==> config.mk <==
export PLATFORM = sky130hd
export DESIGN_NAME = apb_slave_regfile
export DESIGN_NICKNAME = d
export VERILOG_FILES = /design/src/rtl/apb_slave_regfile.sv
export SDC_FILE = /design/constraint.sdc
export NUM_CORES = 1
export LEC_CHECK = 0
export ABC_CLOCK_PERIOD_IN_PS = 4000
export BUFFER_PORTS_ARGS = -buffer_cell sky130_fd_sc_hd__buf_2
export CORE_ASPECT_RATIO = 1.2
export CORE_MARGIN = 2
export CORE_UTILIZATION = 60
export DETAILED_ROUTE_END_ITERATION = 12
export PLACE_DENSITY = 0.87
export SLEW_MARGIN = 20
export SYNTH_ARGS = -nofsm -noshare
export SYNTH_HDL_FRONTEND = slang
export SYNTH_SLANG_ARGS = --single-unit
==> constraint.sdc <==
create_clock -name PCLK -period 4 [get_ports PCLK]
set_input_delay 0.2 -clock PCLK [delete_from_list [all_inputs] [get_ports PCLK]]
set_output_delay 0.2 -clock PCLK [all_outputs]
set_load 0.02 [all_outputs]
==> src/rtl/apb_slave_regfile.sv <==
// APB slave register bank with a programmable number of wait states.
//   PCLK / PRESETn   : clock, asynchronous active-low reset
//   PSEL/PENABLE/PWRITE/PADDR/PWDATA (_sl_i) : APB request from the master
//   WAIT_sl_i        : wait states for the next transfer, sampled at setup
//   PRDATA/PREADY/PSLVERR (_sl_o)            : registered APB response
// Index 0 is a read-only ID register. Indices >= DEPTH and writes to index 0
// complete with PSLVERR=1 and have no side effects.
module apb_slave_regfile #(
  parameter int unsigned           DATA_WIDTH = 32,
  parameter int unsigned           ADDR_WIDTH = 32,
  parameter int unsigned           DEPTH      = 16,
  parameter logic [DATA_WIDTH-1:0] ID_VALUE   = 32'hA5B0_0001
) (
  input  logic                  PCLK,
  input  logic                  PRESETn,
  input  logic                  PSEL_sl_i,
  input  logic                  PENABLE_sl_i,
  input  logic                  PWRITE_sl_i,
  input  logic [ADDR_WIDTH-1:0] PADDR_sl_i,
  input  logic [DATA_WIDTH-1:0] PWDATA_sl_i,
  input  logic [3:0]            WAIT_sl_i,
  output logic [DATA_WIDTH-1:0] PRDATA_sl_o,
  output logic                  PREADY_sl_o,
  output logic                  PSLVERR_sl_o
);

  typedef enum logic [1:0] {IDLE = 2'd0, WAIT = 2'd1, READY = 2'd2} state_t;

  state_t                state_q, state_d;
  logic [3:0]            cnt_q, cnt_d;
  logic [ADDR_WIDTH-1:0] addr_q, addr_d;
  logic [DATA_WIDTH-1:0] wdata_q, wdata_d;
  logic                  wr_q, wr_d, err_q, err_d;
  logic [DATA_WIDTH-1:0] prdata_d;
  logic                  pready_d, pslverr_d;

  // Index 0 is the ID constant, so only 1..DEPTH-1 are storage.
  logic [DEPTH-1:1][DATA_WIDTH-1:0] regs_q;

  logic                  setup, take_setup, commit, setup_err, go_ready;
  logic [ADDR_WIDTH-1:0] src_addr;
  logic                  src_wr, src_err;
  logic [DATA_WIDTH-1:0] rd_word, rd_data;

  assign setup      = PSEL_sl_i & ~PENABLE_sl_i;
  assign take_setup = setup && (state_q == IDLE || state_q == READY);
  assign commit     = (state_q == READY) && wr_q && !err_q;
  // Full-width unsigned compare: high index bits never alias onto a register.
  assign setup_err  = (PADDR_sl_i >= ADDR_WIDTH'(DEPTH)) ||
                      (PWRITE_sl_i && PADDR_sl_i == '0);

  // With zero wait states the response is loaded on the setup edge itself,
  // so the read source is the live bus; otherwise the latched request.
  assign src_addr = take_setup ? PADDR_sl_i  : addr_q;
  assign src_wr   = take_setup ? PWRITE_sl_i : wr_q;
  assign src_err  = take_setup ? setup_err   : err_q;

  always_comb begin
    rd_word = '0;
    for (int i = 1; i < DEPTH; i++)
      if (src_addr == ADDR_WIDTH'(i)) rd_word = regs_q[i];
    // A back-to-back read sampled on the edge that commits the previous
    // write must see the new value.
    if (commit && src_addr == addr_q) rd_word = wdata_q;
    if (src_wr || src_err)    rd_data = '0;
    else if (src_addr == '0)  rd_data = ID_VALUE;
    else                      rd_data = rd_word;
  end

  always_comb begin
    state_d   = state_q;
    cnt_d     = cnt_q;
    addr_d    = addr_q;
    wdata_d   = wdata_q;
    wr_d      = wr_q;
    err_d     = err_q;
    prdata_d  = '0;
    pready_d  = 1'b0;
    pslverr_d = 1'b0;
    go_ready  = 1'b0;

    case (state_q)
      IDLE:  ;
      WAIT: begin
        if (!PSEL_sl_i) begin
          state_d = IDLE;               // master abandoned the transfer
        end else if (PENABLE_sl_i) begin
          if (cnt_q <= 4'd1) go_ready = 1'b1;
          else               cnt_d    = cnt_q - 4'd1;
        end
      end
      READY:   state_d = IDLE;
      default: state_d = IDLE;
    endcase

    if (take_setup) begin
      addr_d  = PADDR_sl_i;
      wdata_d = PWDATA_sl_i;
      wr_d    = PWRITE_sl_i;
      err_d   = setup_err;
      if (WAIT_sl_i == 4'd0) begin
        go_ready = 1'b1;
      end else begin
        cnt_d   = WAIT_sl_i;
        state_d = WAIT;
      end
    end

    if (go_ready) begin
      state_d   = READY;
      pready_d  = 1'b1;
      pslverr_d = src_err;
      prdata_d  = rd_data;
    end
  end

  always_ff @(posedge PCLK or negedge PRESETn) begin
    if (!PRESETn) begin
      state_q      <= IDLE;
      cnt_q        <= '0;
      addr_q       <= '0;
      wdata_q      <= '0;
      wr_q         <= 1'b0;
      err_q        <= 1'b0;
      PRDATA_sl_o  <= '0;
      PREADY_sl_o  <= 1'b0;
      PSLVERR_sl_o <= 1'b0;
    end else begin
      state_q      <= state_d;
      cnt_q        <= cnt_d;
      addr_q       <= addr_d;
      wdata_q      <= wdata_d;
      wr_q         <= wr_d;
      err_q        <= err_d;
      PRDATA_sl_o  <= prdata_d;
      PREADY_sl_o  <= pready_d;
      PSLVERR_sl_o <= pslverr_d;
    end
  end

  // Writes land on the edge that leaves READY.
  always_ff @(posedge PCLK or negedge PRESETn) begin
    if (!PRESETn) begin
      regs_q <= '0;
    end else if (commit) begin
      for (int i = 1; i < DEPTH; i++)
        if (addr_q == ADDR_WIDTH'(i)) regs_q[i] <= wdata_q;
    end
  end

endmodule

==> flow_metrics.tcl <==
set metrics [dict create \
    status "completed" \
    synthTopCellsByArea "dfrtp_1 55%, mux2_2 20%, nand2_1 4.1%" \
    grt_pass1_wl_um 131000 \
    wl_um 86200 \
    hold_viol 0 \
    syn-cell-area_sq_um 26600 \
    drv_slew 0 \
    drc 0 \
    drive_gt1_share_pct 33.8 \
    cp_slowest_cell "a2111oi_0" \
    synth_flop_cell "dfrtp_1" \
    cp_data_arrival_time_ps 4420 \
    synth.most_common_cell "dfrtp_1" \
    preCtsSetupSlack_ps 13.9 \
    async_flop_share_pct 100 \
    grt_antenna_before_repair 2 \
    worstPathMaxFanout 21 \
    worst_slew_pin_slew_ps 1060 \
    yosysWarnings 0 \
    post-cts-setup-buffers 0 \
    io_pins 107 \
    yosys.area_share.simple_pct 9.74 \
    dr.pass1.iters 8 \
    startpoint "state_q[0]" \
    vias 20700 \
    synth_edf_count 0 \
    syn-num-nets 2284 \
    crit_type "flip-flop to flip-flop" \
    synth_common_cells "586 x dfrtp_1, 469 x mux2_2, 291 x nand2_1" \
    htree_levels 2 \
    die_x_um 196 \
    rrSetupSlack_ps 80 \
    syn_inst 2209 \
    synth_xor_area_share_pct 0.790 \
    placement.io_buffers 106 \
    cp-start-kind "flip-flop" \
    cap_viol_max_count 0 \
    end_kind "flip-flop" \
    synth_top_family_by_area "multiplexers" \
    dp_hpwl_um 51300 \
    yosys.area.top_type_share_pct 55.1 \
    post-route-util_pct 70.2 \
    initial_utilization_pct 60.7 \
    power.density_nw_per_um2 423 \
    dieArea_sq_um 46100 \
    fin_ws_ps 78.9 \
    routed_via_density 6.97 \
    gp_congestion 0.911 \
    peakVddDrop_mv 0.322 \
    synth_cell_types 88 \
    rsz0062_at_grt "no" \
    core.rowCount 84 \
    grt_use_total_pct 37.7 \
    slowest_delay_ps 960 \
    fin_skew_ps 16.0 \
    wl_per_cell_um 29.1 \
    ys_seq_area_share_pct 55.1 \
    path_clk_slew_ps 70 \
    fin_nets 2437 \
    area_growth_syn_to_layout_pct 15.6 \
    setup_violations 0 \
    cts_inserted_buffers 55 \
    clk_latency_ps 610 \
    final_area_sq_um 30800 \
    core_area_sq_um 43800 \
    r2r_end "PRDATA_sl_o[0]" \
    fin_crit_ps 3920 \
    ys_ff_latch 586 \
    cts_tree "done" \
    grt_max_degree 111 \
    cts-root-buf "clkbuf_16" \
    grt_overflow_total 0 \
    first_global_vias 21700 \
    syn_area_per_cell_sq_um 12.1 \
    synth.area.mux_share_pct 20.1 \
    ff2ff_path_depth 9 \
    endpoint "PRDATA_sl_o[0]" \
    yosys.area_share.adder_pct 0.0940 \
    slew_headroom_pct 27.7 \
    min_path_type "input pin to flip-flop" \
    ant_nets 0 \
    clock_path_buffers 3 \
    first_iter_violations 2363 \
    cts_sinks 586 \
    min_period_over_period_pct 98.0 \
    r2r-start "state_q[0]" \
    die_h_um 235 \
    p_leak_nw 14.8 \
    crit_chain "or3b_4 > mux2_2 > nand2_2 > buf_4 > nor4_4 > buf_12 > a2111oi_0 > nor2_1 > o31ai_1" \
    fmax_mhz 255 \
    required_ps 4500 \
    hold_depth 3 \
    postPlaceCellArea_sq_um 28200 \
    synth.largest_area_cell "dfrtp_1" \
    synth-compound-area-share_pct 11.2 \
]
worst max-delay path, delay by kind of cell (launching register included):
| family | cells | cell delay, ps |
|---|---|---|
| AO/OA/AOI/OAI | 2 | 1310 |
| buffers and inverters | 2 | 520 |
| flip-flops | 1 | 470 |
| multiplexers | 1 | 350 |
| AND/OR/NAND/NOR | 4 | 1160 |
routing by layer:
metal	global-route usage [%]	share of wire, %	vias up
li1	-	-	8423
met1	46.6	36	10300
met2	58.6	46	1456
met3	8.64	10	458
met4	26.8	8.1	4
met5	0	0.035	-
how the worst min path moves through the flow:
| stage | start | endpoint | slack [ps] |
|---|---|---|---|
| after floorplan | PRESETn | PRDATA_sl_o[0] | -100 |
| after global placement | PRESETn | wdata_q[29] | 360 |
| after detailed placement | PRESETn | wdata_q[29] | 370 |
| after CTS | PADDR_sl_i[3] | addr_q[3] | 30 |
| after global routing | PADDR_sl_i[3] | addr_q[3] | 40 |
| final | PADDR_sl_i[3] | addr_q[3] | 40 |
cell usage in the layout (no fill, tap or decap), drive strengths merged, types with 5 or more instances in the layout:
cell         count
a22oi           34
a221o            6
o211ai           6
a21oi           42
nor2b           10
nor4            37
clkinv          15
a22o            15
a2111oi          7
mux2           469
inv             29
clkbuf          75
a222oi          27
o21ai           68
nor3            29
dfrtp          586
xnor2           23
nor2            60
nand4           25
and3             7
dlygate4sd3     67
buf            194
o22ai           54
o21a            20
nand2b          12
nand3           31
a221oi          27
a21boi           8
a211oi          18
nand2          293
o221ai          15
a32oi           16
or4              5
repair_timing:
action	CTS	global route
hold buffers	67	0
gates resized for setup	1	0
endpoints found under the setup margin	1	0
endpoints found under the hold margin	169	0
stage by stage:
| stage | setup TNS [ps] | power [mW] | hold slack (ps) | instances |
|---|---|---|---|---|
| after global placement | -6.31 | 7.52 | 362 | 2797 |
| after detailed placement | 0 | 7.56 | 373 | 2797 |
| after floorplan | 0 | 7.00 | -95.6 | 2209 |
| after CTS | 0 | 13.0 | 26.3 | 2965 |
| after global routing | 0 | 13.4 | 37.6 | 2965 |
| final | 0 | 13.0 | 37.9 | 2966 |
registers in the layout (all words and copies together) (netlist names):
register / flops
PRDATA_sl_o: 32
PSLVERR_sl_o: 1
PREADY_sl_o: 1
cnt_q: 4
addr_q: 32
wr_q: 1
state_q: 2
err_q: 1
wdata_q: 32
regs_q: 480
kinds of logic (layout without fill, tap and decap cells):
family / after synthesis / count (layout)
flops: 586 / 586
simple gates: 530 / 530
mux: 473 / 473
compound gates: 403 / 403
buf+inv: 191 / 388
xor+xnor: 24 / 24
fa+ha+maj: 2 / 2
other cells: 0 / 1
power by group:
part | internal, mW | leakage, nW | switching [mW]
clock network | 3.09 | 0.926 | 2.36
logic | 0.341 | 5.79 | 0.671
registers | 6.08 | 8.08 | 0.463
final cells by class:
cell class,count,area [sq um]
Antenna cell,1,2.50
Clock buffer,75,1610
Clock inverter,26,259
Fill cell,2828,13100
Inverter,26,97.6
Multi-Input combinational cell,1432,11300
Sequential cell,586,14700
Tap cell,559,699
Timing Repair Buffer,261,2110
(Power assumes the default switching activity.)
